===== src/rtl/imem_loader_if.sv =====
// Byte-stream and instruction-memory write signals of the boot loader.
// The master side is the byte source plus memory observer; the slave
// side is the loader itself.
interface imem_loader_if;
    logic        in_valid;
    logic [7:0]  in_data;
    logic        in_ready;
    logic        mem_we;
    logic [31:0] mem_addr;
    logic [31:0] mem_wdata;

    modport master (
        output in_valid,
        output in_data,
        input  in_ready,
        input  mem_we,
        input  mem_addr,
        input  mem_wdata
    );

    modport slave (
        input  in_valid,
        input  in_data,
        output in_ready,
        output mem_we,
        output mem_addr,
        output mem_wdata
    );
endinterface


===== src/rtl/imem_loader.sv =====
// Boot-time instruction memory writer. Takes a little-endian length header
// followed by the image bytes, assembles 32-bit words, writes them to
// consecutive word addresses and releases the core reset once the whole
// image is in memory. Every output is registered.
module imem_loader #(
    parameter logic [31:0] BASE_ADDR = 32'h0000_0000,
    parameter int          MAX_WORDS = 1024
) (
    input  logic          clk,
    input  logic          rst_n,
    input  logic          start,
    imem_loader_if.slave  bus,
    output logic          done,
    output logic          error,
    output logic [31:0]   word_count,
    output logic [31:0]   checksum,
    output logic          cpu_rst_n
);

    typedef enum logic [2:0] {
        IDLE,
        LEN,
        DATA,
        DONE,
        ERR
    } state_t;

    localparam logic [31:0] MAX_W = 32'(MAX_WORDS);

    state_t      state_q, state_d;
    logic [1:0]  byte_idx_q, byte_idx_d;
    logic [31:0] word_idx_q, word_idx_d;
    logic [23:0] asm_q, asm_d;
    logic [31:0] word_count_q, word_count_d;
    logic [31:0] checksum_q, checksum_d;
    logic        in_ready_q, in_ready_d;
    logic        mem_we_q, mem_we_d;
    logic [31:0] mem_addr_q, mem_addr_d;
    logic [31:0] mem_wdata_q, mem_wdata_d;
    logic        done_q, done_d;
    logic        error_q, error_d;
    logic        cpu_rst_n_q, cpu_rst_n_d;

    logic        xfer;
    logic        restart;
    logic [31:0] hdr_word;
    logic [31:0] data_word;

    // A byte moves only when the source offers it while the loader is ready.
    // The incoming byte always lands in the top lane, so after four bytes the
    // first one sits in bits 7:0.
    assign xfer      = bus.in_valid && in_ready_q;
    assign hdr_word  = {bus.in_data, word_count_q[31:8]};
    assign data_word = {bus.in_data, asm_q};
    assign restart   = start && (state_q == IDLE || state_q == DONE || state_q == ERR);

    // State register.
    always_ff @(posedge clk or negedge rst_n) begin
        if (!rst_n) begin
            state_q <= IDLE;
        end else begin
            state_q <= state_d;
        end
    end

    // Next-state and next-value logic for the whole loader. The last word of
    // the image drops in_ready at its own edge; DATA with in_ready low then
    // means "final word written", and the following edge enters DONE.
    always_comb begin
        state_d      = state_q;
        byte_idx_d   = byte_idx_q;
        word_idx_d   = word_idx_q;
        asm_d        = asm_q;
        word_count_d = word_count_q;
        checksum_d   = checksum_q;
        in_ready_d   = in_ready_q;
        mem_we_d     = 1'b0;
        mem_addr_d   = mem_addr_q;
        mem_wdata_d  = mem_wdata_q;
        done_d       = done_q;
        error_d      = error_q;
        cpu_rst_n_d  = cpu_rst_n_q;

        if (restart) begin
            state_d      = LEN;
            byte_idx_d   = 2'd0;
            word_idx_d   = 32'd0;
            asm_d        = 24'd0;
            word_count_d = 32'd0;
            checksum_d   = 32'd0;
            in_ready_d   = 1'b1;
            done_d       = 1'b0;
            error_d      = 1'b0;
            cpu_rst_n_d  = 1'b0;
        end else begin
            case (state_q)
                IDLE: begin
                    in_ready_d = 1'b0;
                end
                LEN: begin
                    if (xfer) begin
                        byte_idx_d   = byte_idx_q + 2'd1;
                        word_count_d = hdr_word;
                        if (byte_idx_q == 2'd3) begin
                            if (hdr_word == 32'd0) begin
                                state_d    = DONE;
                                done_d     = 1'b1;
                                in_ready_d = 1'b0;
                            end else if (hdr_word > MAX_W) begin
                                state_d    = ERR;
                                error_d    = 1'b1;
                                in_ready_d = 1'b0;
                            end else begin
                                state_d = DATA;
                            end
                        end
                    end
                end
                DATA: begin
                    if (!in_ready_q) begin
                        state_d = DONE;
                        done_d  = 1'b1;
                    end else if (xfer) begin
                        byte_idx_d = byte_idx_q + 2'd1;
                        asm_d      = data_word[31:8];
                        if (byte_idx_q == 2'd3) begin
                            mem_we_d    = 1'b1;
                            mem_wdata_d = data_word;
                            mem_addr_d  = BASE_ADDR + (word_idx_q << 2);
                            checksum_d  = checksum_q + data_word;
                            word_idx_d  = word_idx_q + 32'd1;
                            if (word_idx_q == word_count_q - 32'd1) begin
                                in_ready_d = 1'b0;
                            end
                        end
                    end
                end
                DONE: begin
                    in_ready_d  = 1'b0;
                    cpu_rst_n_d = 1'b1;
                end
                ERR: begin
                    in_ready_d = 1'b0;
                end
                default: begin
                    state_d = IDLE;
                end
            endcase
        end
    end

    // Datapath and output registers; reset discards any partial word.
    always_ff @(posedge clk or negedge rst_n) begin
        if (!rst_n) begin
            byte_idx_q   <= 2'd0;
            word_idx_q   <= 32'd0;
            asm_q        <= 24'd0;
            word_count_q <= 32'd0;
            checksum_q   <= 32'd0;
            in_ready_q   <= 1'b0;
            mem_we_q     <= 1'b0;
            mem_addr_q   <= BASE_ADDR;
            mem_wdata_q  <= 32'd0;
            done_q       <= 1'b0;
            error_q      <= 1'b0;
            cpu_rst_n_q  <= 1'b0;
        end else begin
            byte_idx_q   <= byte_idx_d;
            word_idx_q   <= word_idx_d;
            asm_q        <= asm_d;
            word_count_q <= word_count_d;
            checksum_q   <= checksum_d;
            in_ready_q   <= in_ready_d;
            mem_we_q     <= mem_we_d;
            mem_addr_q   <= mem_addr_d;
            mem_wdata_q  <= mem_wdata_d;
            done_q       <= done_d;
            error_q      <= error_d;
            cpu_rst_n_q  <= cpu_rst_n_d;
        end
    end

    assign bus.in_ready  = in_ready_q;
    assign bus.mem_we    = mem_we_q;
    assign bus.mem_addr  = mem_addr_q;
    assign bus.mem_wdata = mem_wdata_q;
    assign done          = done_q;
    assign error         = error_q;
    assign word_count    = word_count_q;
    assign checksum      = checksum_q;
    assign cpu_rst_n     = cpu_rst_n_q;

endmodule


===== src/flat_wrapper.sv =====
// flat-port wrapper written by rule: the top's interface ports become plain ports
module imem_loader_flat 
#(
    parameter logic [31:0] BASE_ADDR = 32'h0000_0000,
    parameter int          MAX_WORDS = 1024
)
  (clk, rst_n, start, done, error, word_count, checksum, cpu_rst_n, bus_in_valid, bus_in_data, bus_in_ready, bus_mem_we, bus_mem_addr, bus_mem_wdata);
  imem_loader_if bus_i ();
  input  logic clk;
  input  logic rst_n;
  input  logic start;
  output logic done;
  output logic error;
  output logic [31:0] word_count;
  output logic [31:0] checksum;
  output logic cpu_rst_n;
  input wire logic [$bits(bus_i.in_valid)-1:0] bus_in_valid;
  input wire logic [$bits(bus_i.in_data)-1:0] bus_in_data;
  output wire logic [$bits(bus_i.in_ready)-1:0] bus_in_ready;
  output wire logic [$bits(bus_i.mem_we)-1:0] bus_mem_we;
  output wire logic [$bits(bus_i.mem_addr)-1:0] bus_mem_addr;
  output wire logic [$bits(bus_i.mem_wdata)-1:0] bus_mem_wdata;
  assign bus_i.in_valid = bus_in_valid;
  assign bus_i.in_data = bus_in_data;
  assign bus_in_ready = bus_i.in_ready;
  assign bus_mem_we = bus_i.mem_we;
  assign bus_mem_addr = bus_i.mem_addr;
  assign bus_mem_wdata = bus_i.mem_wdata;
  imem_loader #(.BASE_ADDR(BASE_ADDR), .MAX_WORDS(MAX_WORDS)) u_core (.clk(clk), .rst_n(rst_n), .start(start), .bus(bus_i), .done(done), .error(error), .word_count(word_count), .checksum(checksum), .cpu_rst_n(cpu_rst_n));
endmodule

===== config.mk =====
export PLATFORM = sky130hd
export DESIGN_NAME = imem_loader_flat
export DESIGN_NICKNAME = d
export VERILOG_FILES = /design/src/rtl/imem_loader_if.sv /design/src/rtl/imem_loader.sv /design/src/flat_wrapper.sv
export SDC_FILE = /design/constraint.sdc
export NUM_CORES = 1
export LEC_CHECK = 0
export ABC_AREA = 1
export CAP_MARGIN = 20
export CORE_MARGIN = 2
export CORE_UTILIZATION = 55
export CTS_CLUSTER_SIZE = 10
export DETAILED_ROUTE_END_ITERATION = 10
export GPL_ROUTABILITY_DRIVEN = 0
export PLACE_DENSITY = 0.78
export SYNTH_ARGS = -nofsm -noshare
export SYNTH_HDL_FRONTEND = slang
export SYNTH_SLANG_ARGS = --single-unit

===== constraint.sdc =====
create_clock -name clk -period 3.4 [get_ports clk]
set_clock_uncertainty 0.1 [all_clocks]
set_input_delay 0.68 -clock clk [delete_from_list [all_inputs] [get_ports clk]]
set_output_delay 0.68 -clock clk [all_outputs]
set_load 0.03 [all_outputs]

== Word-level counts from Yosys, hierarchy flattened ==
Index checks and enable logic that the tools add are counted.

* Input port bits: 12
* Logic and storage cells: 115
* Output and inout port bits: 133
* Flip-flop bits (word level): 192

* Muxes and demuxes: 57
* Reduce and logical (&&, ||, !) cells: 25
* $lt $le $gt $ge: 1
* Bitwise gates (word level): 1
* $add $sub $neg: 4
* Equality and inequality tests: 14

{| class="wikitable"
|+ Operators by type and width
! kind !! count
|-
| 2-to-1 mux 32 bit || 13
|-
| 2-to-1 mux 24 bit || 4
|-
| adder 32 x 1 -> 32 bit, second input constant || 1
|-
| adder 32 bit || 1
|-
| == test 32 bit || 1
|-
| > comparator 32 x 11 -> 1 bit, second input constant || 1
|-
| logical NOT 32 bit || 1
|-
| subtractor 32 x 1 -> 32 bit, second input constant || 1
|-
| 2-to-1 mux 1 bit || 27
|-
| 2-to-1 mux 3 bit || 6
|-
| AND reduction 5 bit || 3
|-
| nonzero test 2 bit || 7
|-
| != test 3 x 1 -> 1 bit, second input constant || 4
|-
| AND reduction 4 bit || 3
|-
| case mux 3 bit (3 select lines) || 1
|-
| == test 3 x 2 -> 1 bit, second input constant || 2
|-
| 2-to-1 mux 2 bit || 3
|-
| != test 2 x 1 -> 1 bit, second input constant || 2
|-
| != test 4 x 1 -> 1 bit, second input constant || 1
|-
| case mux 2 bit (2 select lines) || 1
|-
| AND reduction 2 bit || 2
|-
| nonzero test 4 bit || 1
|-
| == test 3 x 1 -> 1 bit, second input constant || 1
|-
| == test 3 bit, second input constant || 1
|-
| other kinds (12) || 14
|}

== Logic depth before layout (Yosys ltp) ==
* Depth in word-level cells: 8
* Gate-level depth with buffers: 17
* Mapped depth without buffers: 17

== Least setup slack after synthesis ==
No wires, ideal clock.

* Kind: reg-to-reg
* Start point: register u_core.checksum_q[0], in the netlist u_core.checksum[0]
* End point: register u_core.checksum_q[24], in the netlist u_core.checksum[24]
* Arrival: 2.179 ns
* Required time: 3.177 ns
* Setup slack: 0.998 ns
* Setup time: 0.123 ns
* Cell stages (with the launch flop): 12
* Buffers on the path: 0
* Clock period less this slack: 2.402 ns
* Path through: dfrtp_1 > ha_1 > inv_1 > fa_1 > o21ai_1 > a21boi_0 > o21ai_0 > nand3_1 > nand3_1 > a21oi_1 > o21ai_0 > nand2_1

* Cells in the longest elaborated chain, start to end: 6

{| class="wikitable"
|+ Ends and longest elaborated chain
! what !! RTL line !! RTL
|-
| from (decl) || imem_loader.sv:35 || <nowiki>logic [31:0] checksum_q, checksum_d;</nowiki>
|-
| from (signal assigned) || imem_loader.sv:172 || <nowiki>checksum_q <= checksum_d;</nowiki>
|-
| adder 32 bit || imem_loader.sv:130 || <nowiki>checksum_d = checksum_q + data_word;</nowiki>
|-
| 2-to-1 mux 32 bit || imem_loader.sv:126 || <nowiki>if (byte_idx_q == 2'd3) begin</nowiki>
|-
| 2-to-1 mux 32 bit || imem_loader.sv:123 || <nowiki>end else if (xfer) begin</nowiki>
|-
| 2-to-1 mux 32 bit || imem_loader.sv:120 || <nowiki>if (!in_ready_q) begin</nowiki>
|-
| 2-to-1 mux 32 bit || imem_loader.sv:96 || <nowiki>case (state_q)</nowiki>
|-
| 2-to-1 mux 32 bit || imem_loader.sv:84 || <nowiki>if (restart) begin</nowiki>
|}

No other way between the ends. The select of a mux whose other input is x is not followed.
A chain may end at the register's enable or synchronous reset.

== Worst setup path after layout ==
* Start point: register u_core.checksum_q[0], in the netlist u_core.checksum[0]
* End point: register u_core.checksum_q[30], in the netlist u_core.checksum[30]

The elaborated chain is that of the path after synthesis.

==> metrics.txt <==
final hold vios=0; PwrDens=627 mW/mm²; Slowest-stage cell, CP=o21ai_1; register area share after synthesis=0.431; Pwr Total=0.00844 W; Post-Syn Area per Cell=7.43 µm²; diodes inserted=0; Post-Syn Area=0.0112 mm²; CP max FO=4; clock share of power=0.250; Pint=0.00484 W; Num CTS Buffers=17; Primary FF master, synth=dfrtp_1; clk_lat worst skew=0.45 ns; Slew Viols, Final=0; commonest non-fill, non-tap cell in the layout=nand2_1; Core Region=0.0200 mm²; Setup Fix Bufs, Post-CTS=0; status=finished, final reports clean; HPWL after DPL=25500 µm; H-tree depth=4; Routed WL=34000 µm; Comb power frac=0.392; FILL cells=1775; initial antenna violation count=0; Initial Util=0.557; drc violations=0; Tcrit/Tclk final=0.807; share of post-route cells with drive strength above 1=0.0475; Netlist cell types=46; Slew HR=0.403; met1 WL=14000 µm; Final setup violation count=0; CTS root buffer=clkbuf_16; largest net degree at the start of global routing=103; #FFs+latches synth=192; Syn-to-layout area delta=20.7%; Worst setup SP type=flop; Required @ worst endpoint=3.67 ns; post-CTS resize count=0; Min Hold Slack=0.137 ns; placed cells=1881; worst r2r src=u_core.checksum[0]; number of hold buffers added after cts=0; Cell Rows=52; Sw Ratio=0.427; Via-to-Cell Ratio=5.75; WS Path Type=flop to flop; Synth Instances=1500; Die X=146 µm; Setup crit end kind=flop; hold crit path type=input pin to asynchronous set/reset pin; Setup TNS=0 ns; gr usage total=0.321; Met2 Wirelength=15900 µm; P_sw=0.00360 W; leak pwr=6.42 nW; full die area=0.0214 mm²; Antenna Nets Post-Route=0; CP Cell Sequence=ha_1 > inv_1 > fa_1 > o21ai_1 > a21boi_0 > o21ai_1 > nand3_1 > nand3_1 > nand2_1 > o21ai_0; max cap viols=0; Fmax achieved=0.364 GHz; number of global-route vias before repair=10.4k; # IOs=145; drt pass-1 iters=6; Synth warnings=0; highest routed layer=met4; Die Span Y=146 µm; Final Non-Filler Cells=1913; GRT overflow=0; slowest cell delay on critical path=0.46 ns; crit path launch=u_core.checksum[0]; RSZ-0062 raised after global routing=no; clk slew on worst S/H paths=0.07 ns; peak supply drop=0.000404 V; port buffer count=142; most frequent cells in the layout=nand2_1, dfrtp_1, o21ai_0; asr flop ratio synth=1.00; Post-synth EDFFs=0; Layout Utilization=0.672; Sink Count=192; Layout Nets=1677; Tightest Pin Transition=0.895 ns; routed via count=11.0k; Max Buffers Root-to-Sink=2; CTS tree=yes; fin crit period=2.74 ns; arrival time at the worst endpoint=3.01 ns; WL per Instance=17.8 µm; power share of the sequential group=0.359; DR iter-0 viols=855; first-pass GRT wire length=54700 µm; metal3 WL=2640 µm
-- per-stage QoR --
stage | worst slack, ns | instance area (µm²)
6_report | 0.656 | 13500
5_1_grt | 0.400 | 13500
2_1_floorplan | 0.998 | 11200
3_5_place_dp | 0.504 | 12800
3_3_place_gp | 0.594 | 12800
4_1_cts | 0.718 | 13500
-- cell type report --
type	count	area (µm²)	share of cell area
well taps	270	338	0.0251
inverters	147	552	0.0410
flip-flops and latches	192	4800	0.357
multi-input cells	1117	5620	0.417
repair buffers	155	1540	0.114
clock buffers	17	425	0.0316
clock inverters	15	190	0.0141
-- synth_stat cells (8+ instances only) --
library cell,n,area share
nand2_1,433,0.15
dfrtp_1,192,0.43
o21ai_0,155,0.070
inv_1,142,0.048
nor2_1,134,0.045
nand3_1,87,0.039
a21oi_1,71,0.032
nor3_1,35,0.016
ha_1,34,0.038
xor2_1,34,0.027
clkbuf_1,32,0.011
nand4_1,19,0.011
o21ai_1,14,0.0063
nor4_1,10,0.0056
o31ai_1,9,0.0061
xnor2_1,8,0.0063
-- sequential cells by signal, indices dropped and copies added (netlist names) --
register	count
u_core.bus.mem_wdata	32
u_core.checksum	32
u_core.word_count	32
u_core.word_idx_q	32
u_core.bus.mem_addr	30
u_core.asm_q	24
u_core.state_q	3
u_core.byte_idx_q	2
u_core.bus.in_ready	1
u_core.bus.mem_we	1
u_core.cpu_rst_n	1
u_core.done	1
u_core.error	1
-- power groups by stage --
| stage | Sequential [W] | Combinational (W) | Clock (W) |
|---|---|---|---|
| final | 0.00303 | 0.00331 | 0.00211 |
| after global routing | 0.00305 | 0.00367 | 0.00221 |
| after CTS | 0.00301 | 0.00327 | 0.00213 |
| after detailed placement | 0.00305 | 0.00324 | 0 |
| after global placement | 0.00305 | 0.00318 | 0 |
| after floorplan | 0.00320 | 0.00198 | 0 |
-- cells by family after synthesis --
logic type               share of synthesized area
flip-flops                                   0.431
AO/OA/AOI/OAI                                0.138
adder cells (fa/ha/maj)                     0.0399
other                                     0.000336
XOR/XNOR                                    0.0370
buffers and inverters                       0.0659
AND/OR/NAND/NOR                              0.288
-- layer usage --
layer / vias to the layer above / GRT usage
met5: - / 0
met4: 0 / 0.146
met3: 116 / 0.0541
met2: 531 / 0.520
met1: 5150 / 0.426
li1: 5203 / -
-- final timing paths --
kind,endpoint,slack [ns],depth (start not counted)
worst max-delay path,u_core.checksum[30],0.66,10
worst min-delay path,u_core.bus.mem_addr[11],0.14,1
worst max register to register,u_core.checksum[30],0.66,10
worst min register to register,u_core.bus.mem_addr[14],0.38,2
max in group asynchronous,u_core.bus.mem_wdata[21],2.15,2
min in group clk,u_core.bus.mem_addr[14],0.38,2
-- worst max-delay path: cells and delay by family, from the launching register on --
kind | cells | cell delay (ns)
AOI/OAI and AO/OA | 4 | 1.13
adders and majority gates | 2 | 0.65
DFF | 1 | 0.38
and+or+nand+nor | 3 | 0.34
buffers and inverters | 1 | 0.07
Note: power is estimated with default switching activity, not from simulation.
